--- config.mk ---
export PLATFORM = sky130hd
export DESIGN_NAME = cond_eval_unit
export DESIGN_NICKNAME = d
export VERILOG_FILES = /design/src/rtl/cond_eval_unit_pkg.sv /design/src/rtl/cond_eval_unit_decode.sv /design/src/rtl/cond_eval_unit.sv
export SDC_FILE = /design/constraint.sdc
export NUM_CORES = 1
export LEC_CHECK = 0
export BUFFER_PORTS_ARGS = -buffer_cell sky130_fd_sc_hd__buf_2
export CELL_PAD_IN_SITES_DETAIL_PLACEMENT = 0
export CELL_PAD_IN_SITES_GLOBAL_PLACEMENT = 1
export CORE_MARGIN = 1.5
export CORE_UTILIZATION = 41
export CTS_BUF_LIST = sky130_fd_sc_hd__clkbuf_8
export DETAILED_ROUTE_END_ITERATION = 8
export GPL_ROUTABILITY_DRIVEN = 0
export PLACE_DENSITY = 0.79
export RECOVER_POWER = 100
export REMOVE_ABC_BUFFERS = 1
export SLEW_MARGIN = 10
export SYNTH_ARGS = -nofsm -noshare
export SYNTH_HDL_FRONTEND = slang
export SYNTH_SLANG_ARGS = --single-unit
--- constraint.sdc ---
create_clock -name i_clk -period 2.21 [get_ports i_clk]
set_clock_uncertainty 0.2 [all_clocks]
set_input_delay 0.3315 -clock i_clk [delete_from_list [all_inputs] [get_ports i_clk]]
set_output_delay 0.3315 -clock i_clk [all_outputs]
set_load 0.02 [all_outputs]
--- src/rtl/cond_eval_unit_pkg.sv ---
// Shared constants for the condition-evaluation unit: ARM condition codes and
// the bit positions of N, Z, C and V inside the 4-bit status word.
package cond_eval_unit_pkg;

    // ARM condition-field encodings
    localparam logic [3:0] COND_EQ = 4'd0;
    localparam logic [3:0] COND_NE = 4'd1;
    localparam logic [3:0] COND_CS = 4'd2;
    localparam logic [3:0] COND_CC = 4'd3;
    localparam logic [3:0] COND_MI = 4'd4;
    localparam logic [3:0] COND_PL = 4'd5;
    localparam logic [3:0] COND_VS = 4'd6;
    localparam logic [3:0] COND_VC = 4'd7;
    localparam logic [3:0] COND_HI = 4'd8;
    localparam logic [3:0] COND_LS = 4'd9;
    localparam logic [3:0] COND_GE = 4'd10;
    localparam logic [3:0] COND_LT = 4'd11;
    localparam logic [3:0] COND_GT = 4'd12;
    localparam logic [3:0] COND_LE = 4'd13;
    localparam logic [3:0] COND_AL = 4'd14;
    localparam logic [3:0] COND_NV = 4'd15;

    // Bit positions inside the NZCV word
    localparam int unsigned FLAG_N = 3;
    localparam int unsigned FLAG_Z = 2;
    localparam int unsigned FLAG_C = 1;
    localparam int unsigned FLAG_V = 0;

    // AL never depends on the flags, so it is never held back by pending writers.
    function automatic logic cond_is_always(input logic [3:0] cond);
        return cond == COND_AL;
    endfunction

endpackage

--- src/rtl/cond_eval_unit_decode.sv ---
// Pure combinational decoder: one ARM condition field against one NZCV word.
module cond_decode
    import cond_eval_unit_pkg::*;
(
    input  logic [3:0] i_cond,
    input  logic [3:0] i_flags,
    output logic       o_pass
);

    logic w_n;
    logic w_z;
    logic w_c;
    logic w_v;

    assign w_n = i_flags[FLAG_N];
    assign w_z = i_flags[FLAG_Z];
    assign w_c = i_flags[FLAG_C];
    assign w_v = i_flags[FLAG_V];

    // Map the condition field onto its flag expression
    always_comb begin
        o_pass = 1'b0;
        case (i_cond)
            COND_EQ: o_pass = w_z;
            COND_NE: o_pass = ~w_z;
            COND_CS: o_pass = w_c;
            COND_CC: o_pass = ~w_c;
            COND_MI: o_pass = w_n;
            COND_PL: o_pass = ~w_n;
            COND_VS: o_pass = w_v;
            COND_VC: o_pass = ~w_v;
            COND_HI: o_pass = w_c & ~w_z;
            COND_LS: o_pass = ~w_c | w_z;
            COND_GE: o_pass = (w_n == w_v);
            COND_LT: o_pass = (w_n != w_v);
            COND_GT: o_pass = ~w_z & (w_n == w_v);
            COND_LE: o_pass = w_z | (w_n != w_v);
            COND_AL: o_pass = 1'b1;
            default: o_pass = 1'b0;
        endcase
    end

endmodule

--- src/rtl/cond_eval_unit.sv ---
// Multi-lane condition evaluator with an architectural NZCV register, a
// same-cycle flag bypass from EXE, and a counter of in-flight flag writers
// that holds ID back while flags are still unresolved.
module cond_eval_unit
    import cond_eval_unit_pkg::*;
#(
    parameter int unsigned LANES   = 2,
    parameter int unsigned PEND_W  = 3,
    parameter int unsigned REG_OUT = 1
) (
    input  logic               i_clk,
    input  logic               i_rst_n,
    input  logic               i_status_we,
    input  logic [3:0]         i_status_in,
    input  logic               i_flag_issue,
    input  logic [LANES-1:0]   i_lane_valid,
    input  logic [4*LANES-1:0] i_lane_cond,
    output logic [LANES-1:0]   o_lane_result,
    output logic [LANES-1:0]   o_lane_rvalid,
    output logic               o_stall,
    output logic [3:0]         o_status_q,
    output logic               o_pend_err
);

    localparam logic [PEND_W-1:0] PEND_MAX = '1;
    localparam logic [PEND_W-1:0] PEND_ONE = PEND_W'(1);

    logic [3:0]        r_status;
    logic [PEND_W-1:0] r_pend;
    logic              r_pend_err;

    logic [3:0]        w_flags_eff;
    logic              w_pend_inc;
    logic              w_pend_dec;
    logic              w_pend_busy;
    logic [PEND_W-1:0] w_pend_after_bypass;
    logic [LANES-1:0]  w_lane_pass;
    logic [LANES-1:0]  w_lane_blocked;
    logic [LANES-1:0]  w_lane_rvalid;
    logic [LANES-1:0]  w_lane_result;

    // Architectural NZCV register, written by EXE
    always_ff @(posedge i_clk or negedge i_rst_n) begin
        if (!i_rst_n) begin
            r_status <= 4'b0000;
        end else if (i_status_we) begin
            r_status <= i_status_in;
        end
    end

    // Flags written this cycle are forwarded straight to the decoders
    assign w_flags_eff = i_status_we ? i_status_in : r_status;

    // An issue and a retire in the same cycle cancel out
    assign w_pend_inc = i_flag_issue & ~i_status_we;
    assign w_pend_dec = i_status_we & ~i_flag_issue;

    // Pending-writer counter: saturates at both ends and flags the misuse
    always_ff @(posedge i_clk or negedge i_rst_n) begin
        if (!i_rst_n) begin
            r_pend     <= '0;
            r_pend_err <= 1'b0;
        end else if (w_pend_inc) begin
            if (r_pend == PEND_MAX) begin
                r_pend_err <= 1'b1;
            end else begin
                r_pend <= r_pend + PEND_ONE;
            end
        end else if (w_pend_dec) begin
            if (r_pend == '0) begin
                r_pend_err <= 1'b1;
            end else begin
                r_pend <= r_pend - PEND_ONE;
            end
        end
    end

    // The writer retiring this cycle is already covered by the bypass. The
    // issue input is deliberately ignored here: a writer entering the pipe
    // now is younger than the instruction being evaluated.
    assign w_pend_after_bypass = (i_status_we && (r_pend != '0)) ? (r_pend - PEND_ONE) : r_pend;
    assign w_pend_busy         = (w_pend_after_bypass != '0);

    for (genvar gi = 0; gi < LANES; gi++) begin : g_lane
        cond_decode u_cond_decode (
            .i_cond  (i_lane_cond[4*gi +: 4]),
            .i_flags (w_flags_eff),
            .o_pass  (w_lane_pass[gi])
        );

        assign w_lane_blocked[gi] = i_lane_valid[gi] & w_pend_busy &
                                    ~cond_is_always(i_lane_cond[4*gi +: 4]);
    end

    // Blocked lanes report nothing; the others are independent of them
    assign w_lane_rvalid = i_lane_valid & ~w_lane_blocked;
    assign w_lane_result = w_lane_rvalid & w_lane_pass;
    assign o_stall       = |w_lane_blocked;

    if (REG_OUT != 0) begin : g_reg_out
        logic [LANES-1:0] r_lane_result;
        logic [LANES-1:0] r_lane_rvalid;

        // One-cycle-latency result registers
        always_ff @(posedge i_clk or negedge i_rst_n) begin
            if (!i_rst_n) begin
                r_lane_result <= '0;
                r_lane_rvalid <= '0;
            end else begin
                r_lane_result <= w_lane_result;
                r_lane_rvalid <= w_lane_rvalid;
            end
        end

        assign o_lane_result = r_lane_result;
        assign o_lane_rvalid = r_lane_rvalid;
    end else begin : g_comb_out
        assign o_lane_result = w_lane_result;
        assign o_lane_rvalid = w_lane_rvalid;
    end

    assign o_status_q = r_status;
    assign o_pend_err = r_pend_err;

endmodule

==> out/results.tsv <==
stage	metric	value	unit
outcome	status	finished, final reports clean	
sta	worst rel slew slack	50.42	%
sta	post-layout min period	2192	ps
sta	Hold Violations, Final	0	
drt	via-per-instance ratio	5.446	
critical_path	CP Data Arrival Time	1660	ps
critical_path	crit path launch	r_pend[1]	
global_routing	Tot GR Track Use	18.76	%
final_layout	synthesis-to-finish area growth	25.61	%
final_layout	fill cell total of the finished layout	250	
global_routing	pin count of the biggest net entering global routing	13	
critical_path	Top Family by Delay on Critical Path	flip-flops	
yosys	Synth async-reset ratio	100.0	%
critical_path	Slowest cell on crit path	dfrtp_1	
global_routing	gr ovfl total	0	
yosys	Synth top area share	27.94	%
critical_path	R2R Setup Slk	150	ps
sta	max-slew violation count	0	
critical_path	Worst R2R End	r_pend[2]	
final_layout	NumNets Final	169	
critical_path	Buf/Inv on CP	2	
yosys	cells after synthesis	113	
sta	final setup fails	0	
global_routing	initial antenna violation count	0	
critical_path	R2R depth	7	
yosys	syn avg cell area	9.511	sq um
sta	RSZ-0062 raised after global routing	yes	
die	Die X	54.20	um
yosys	synth unique cells	46	
yosys	leading cell types by total area after synthesis	dfrtp_1, xnor2_1, ha_1	
pwr	Leak	0.5978	nW
critical_path	critical path startpoint category	flop	
sta	Tcrit/Tclk final	99.17	%
cts	Root Buffer	clkbuf_8	
cts	H-tree depth	1	
sta	hold_ws	134.8	ps
yosys	Mapped Area	0.001075	sq mm
yosys	synth cell count leaders	dfrtp_1, xnor2_1, nor2_1, nor2b_1	
die	Core ar.	0.002477	sq mm
cts	CTS tree	done	
sta	Worst Max-Slew Pin Slew	743.6	ps
place	worst slack, placed	104.7	ps
sta	Peak Freq	456.3	MHz
place	DP Wirelength	1828	um
critical_path	CP endpoint kind	primary output	
drt	DRT Pass-1 Iters	4	
yosys	Synth Register Bits	12	
critical_path	Critical Path Stages	7	
die	total die area	0.002938	sq mm
critical_path	Worst path max stage delay	370	ps
drt	Routed Antenna Nets	0	
die	Initial Util	43.38	%
final_layout	antenna diode count	0	
worst_hold_path	Hold WC Path Type	input pin to flop	
cts	CTS clk-pin slew, worst paths	60	ps
drt	# DRC	0	
die	Die Span Y	54.20	um
yosys	yosys warns	0	
yosys	Synth area leader	dfrtp_1	
yosys	EDFF count, synth	0	
drt	total wire length	2468	um
critical_path	crit path to	o_stall	
job	maxcap violations	0	
drt	DR vias	953	
critical_path	CP Class	flop to primary output	
cts	CTS Sinks	12	
critical_path	CP cell instances	inv_2 -> ha_4 -> and2_4 -> o2111ai_2 -> o41a_1 -> nor2b_1 -> buf_4	
die	Ports	28	
worst_hold_path	Worst Hold Depth	2	
yosys	top-count cell post-synth	dfrtp_1	
pwr	pwr/cell area	918.2	mW/mm^2
global_routing	number of global-route vias before repair	846	
critical_path	worst r2r src	r_pend[0]	
pwr	maximum vdd drop	541.8	uV
die	Rows	18	
cts	CTS buffer count	3	
yosys	Primary FF master, synth	dfrtp_1	
critical_path	Worst Path Required	1680	ps
critical_path	Crit Path Max Fanout	3	
cts	Worst-Skew Late Latency	250	ps
drt	1st-iter DRT viols	9	
final_layout	layout cell share with drive strength beyond 1	28.28	%
sta	final worst slack	18.37	ps
place	PortBufs	27	
drt	Routed WL per cell	14.10	um
yosys	Seq/Total Area, Yosys	27.94	%
global_routing	global-route wire length before repair	3815	um
cts	clk buf depth	2	
==> timing repair <==
action                     4_1_cts  5_1_grt
setup buffers                    3        0
setup endpoints to repair        1        1
hold endpoints to repair        12        0
gates resized for setup          7        3
hold buffers                     1        0
==> area by class of cell <==
cell class / instances / area [sq um] / area share [%]
well taps: 30 / 37.54 / 2.780
multi-input cells: 90 / 758.2 / 56.16
repair buffers: 34 / 180.2 / 13.35
flip-flops and latches: 12 / 300.3 / 22.24
inverters: 5 / 18.77 / 1.390
clock buffers: 4 / 55.05 / 4.078
==> registers in the layout, summed over array words and instances, names as in the netlist <==
register	count
o_status_q	4
r_pend	3
o_lane_result	2
o_lane_rvalid	2
o_pend_err	1
==> report_power, final <==
part,total [mW],switching [mW],internal (mW)
Clock,0.249,0.0916,0.158
Sequential,0.327,0.0489,0.278
Combinational,0.663,0.338,0.325
==> cells by family (layout without fill, tap and decap cells) <==
kind of cell | Yosys count | after routing | share of synthesized area (%)
compound gates | 27 | 27 | 20.49
xor+xnor | 11 | 11 | 8.965
fa+ha+maj | 5 | 5 | 5.821
buf+inv | 11 | 43 | 4.773
flops | 12 | 12 | 27.94
mux | 9 | 9 | 10.59
simple gates | 38 | 38 | 21.42
==> layout by cell type (no fill, tap or decap), types with 4 or more instances in the layout <==
master	synthesis	routed
inv_2	2	4
nand2_1	4	4
buf_2	2	16
a21oi_1	5	5
buf_4	0	7
dfrtp_1	12	12
clkbuf_1	3	10
mux2i_1	4	4
clkbuf_8	0	4
nor2b_1	6	6
nor2_1	6	6
xnor2_1	9	9
==> worst min path at each step <==
stage / start / end
finish: i_lane_valid[0] / o_lane_result[0]
floorplan: i_rst_n / o_lane_result[0]
global route: i_lane_valid[0] / o_lane_result[0]
detailed placement: i_rst_n / r_pend[2]
global placement: i_rst_n / r_pend[2]
CTS: i_lane_valid[0] / o_lane_result[0]
==> worst register-to-register path: cells and delay by family, from the launching register on <==
| kind | cells | cell delay (ps) |
|---|---|---|
| buf+inv | 1 | 150 |
| simple gates | 1 | 270 |
| flops | 1 | 390 |
| compound gates | 3 | 560 |
| fa+ha+maj | 2 | 390 |
==> through the flow <==
| stage | cell area (sq um) | power [mW] | util (%) | instances | setup TNS (ps) |
|---|---|---|---|---|---|
| after floorplan | 1042 | 0.6824 | - | 107 | 0 |
| after global placement | 1237 | 0.8409 | 49.95 | 167 | 0 |
| after detailed placement | 1237 | 0.8574 | 49.95 | 167 | 0 |
| after CTS | 1344 | 1.194 | 54.24 | 175 | 0 |
| after global routing | 1350 | 1.329 | 54.49 | 175 | -67.89 |
| final | 1350 | 1.240 | 54.49 | 175 | 0 |
==> layer usage <==
metal	part of all wire [%]	vias up	global-route usage, %
met4	1.9	0	8.750
met1	48	453	24.16
met2	48	16	30.12
met5	0	-	0
li1	-	479	-
met3	2.7	5	3.333
(Power assumes the default switching activity.)
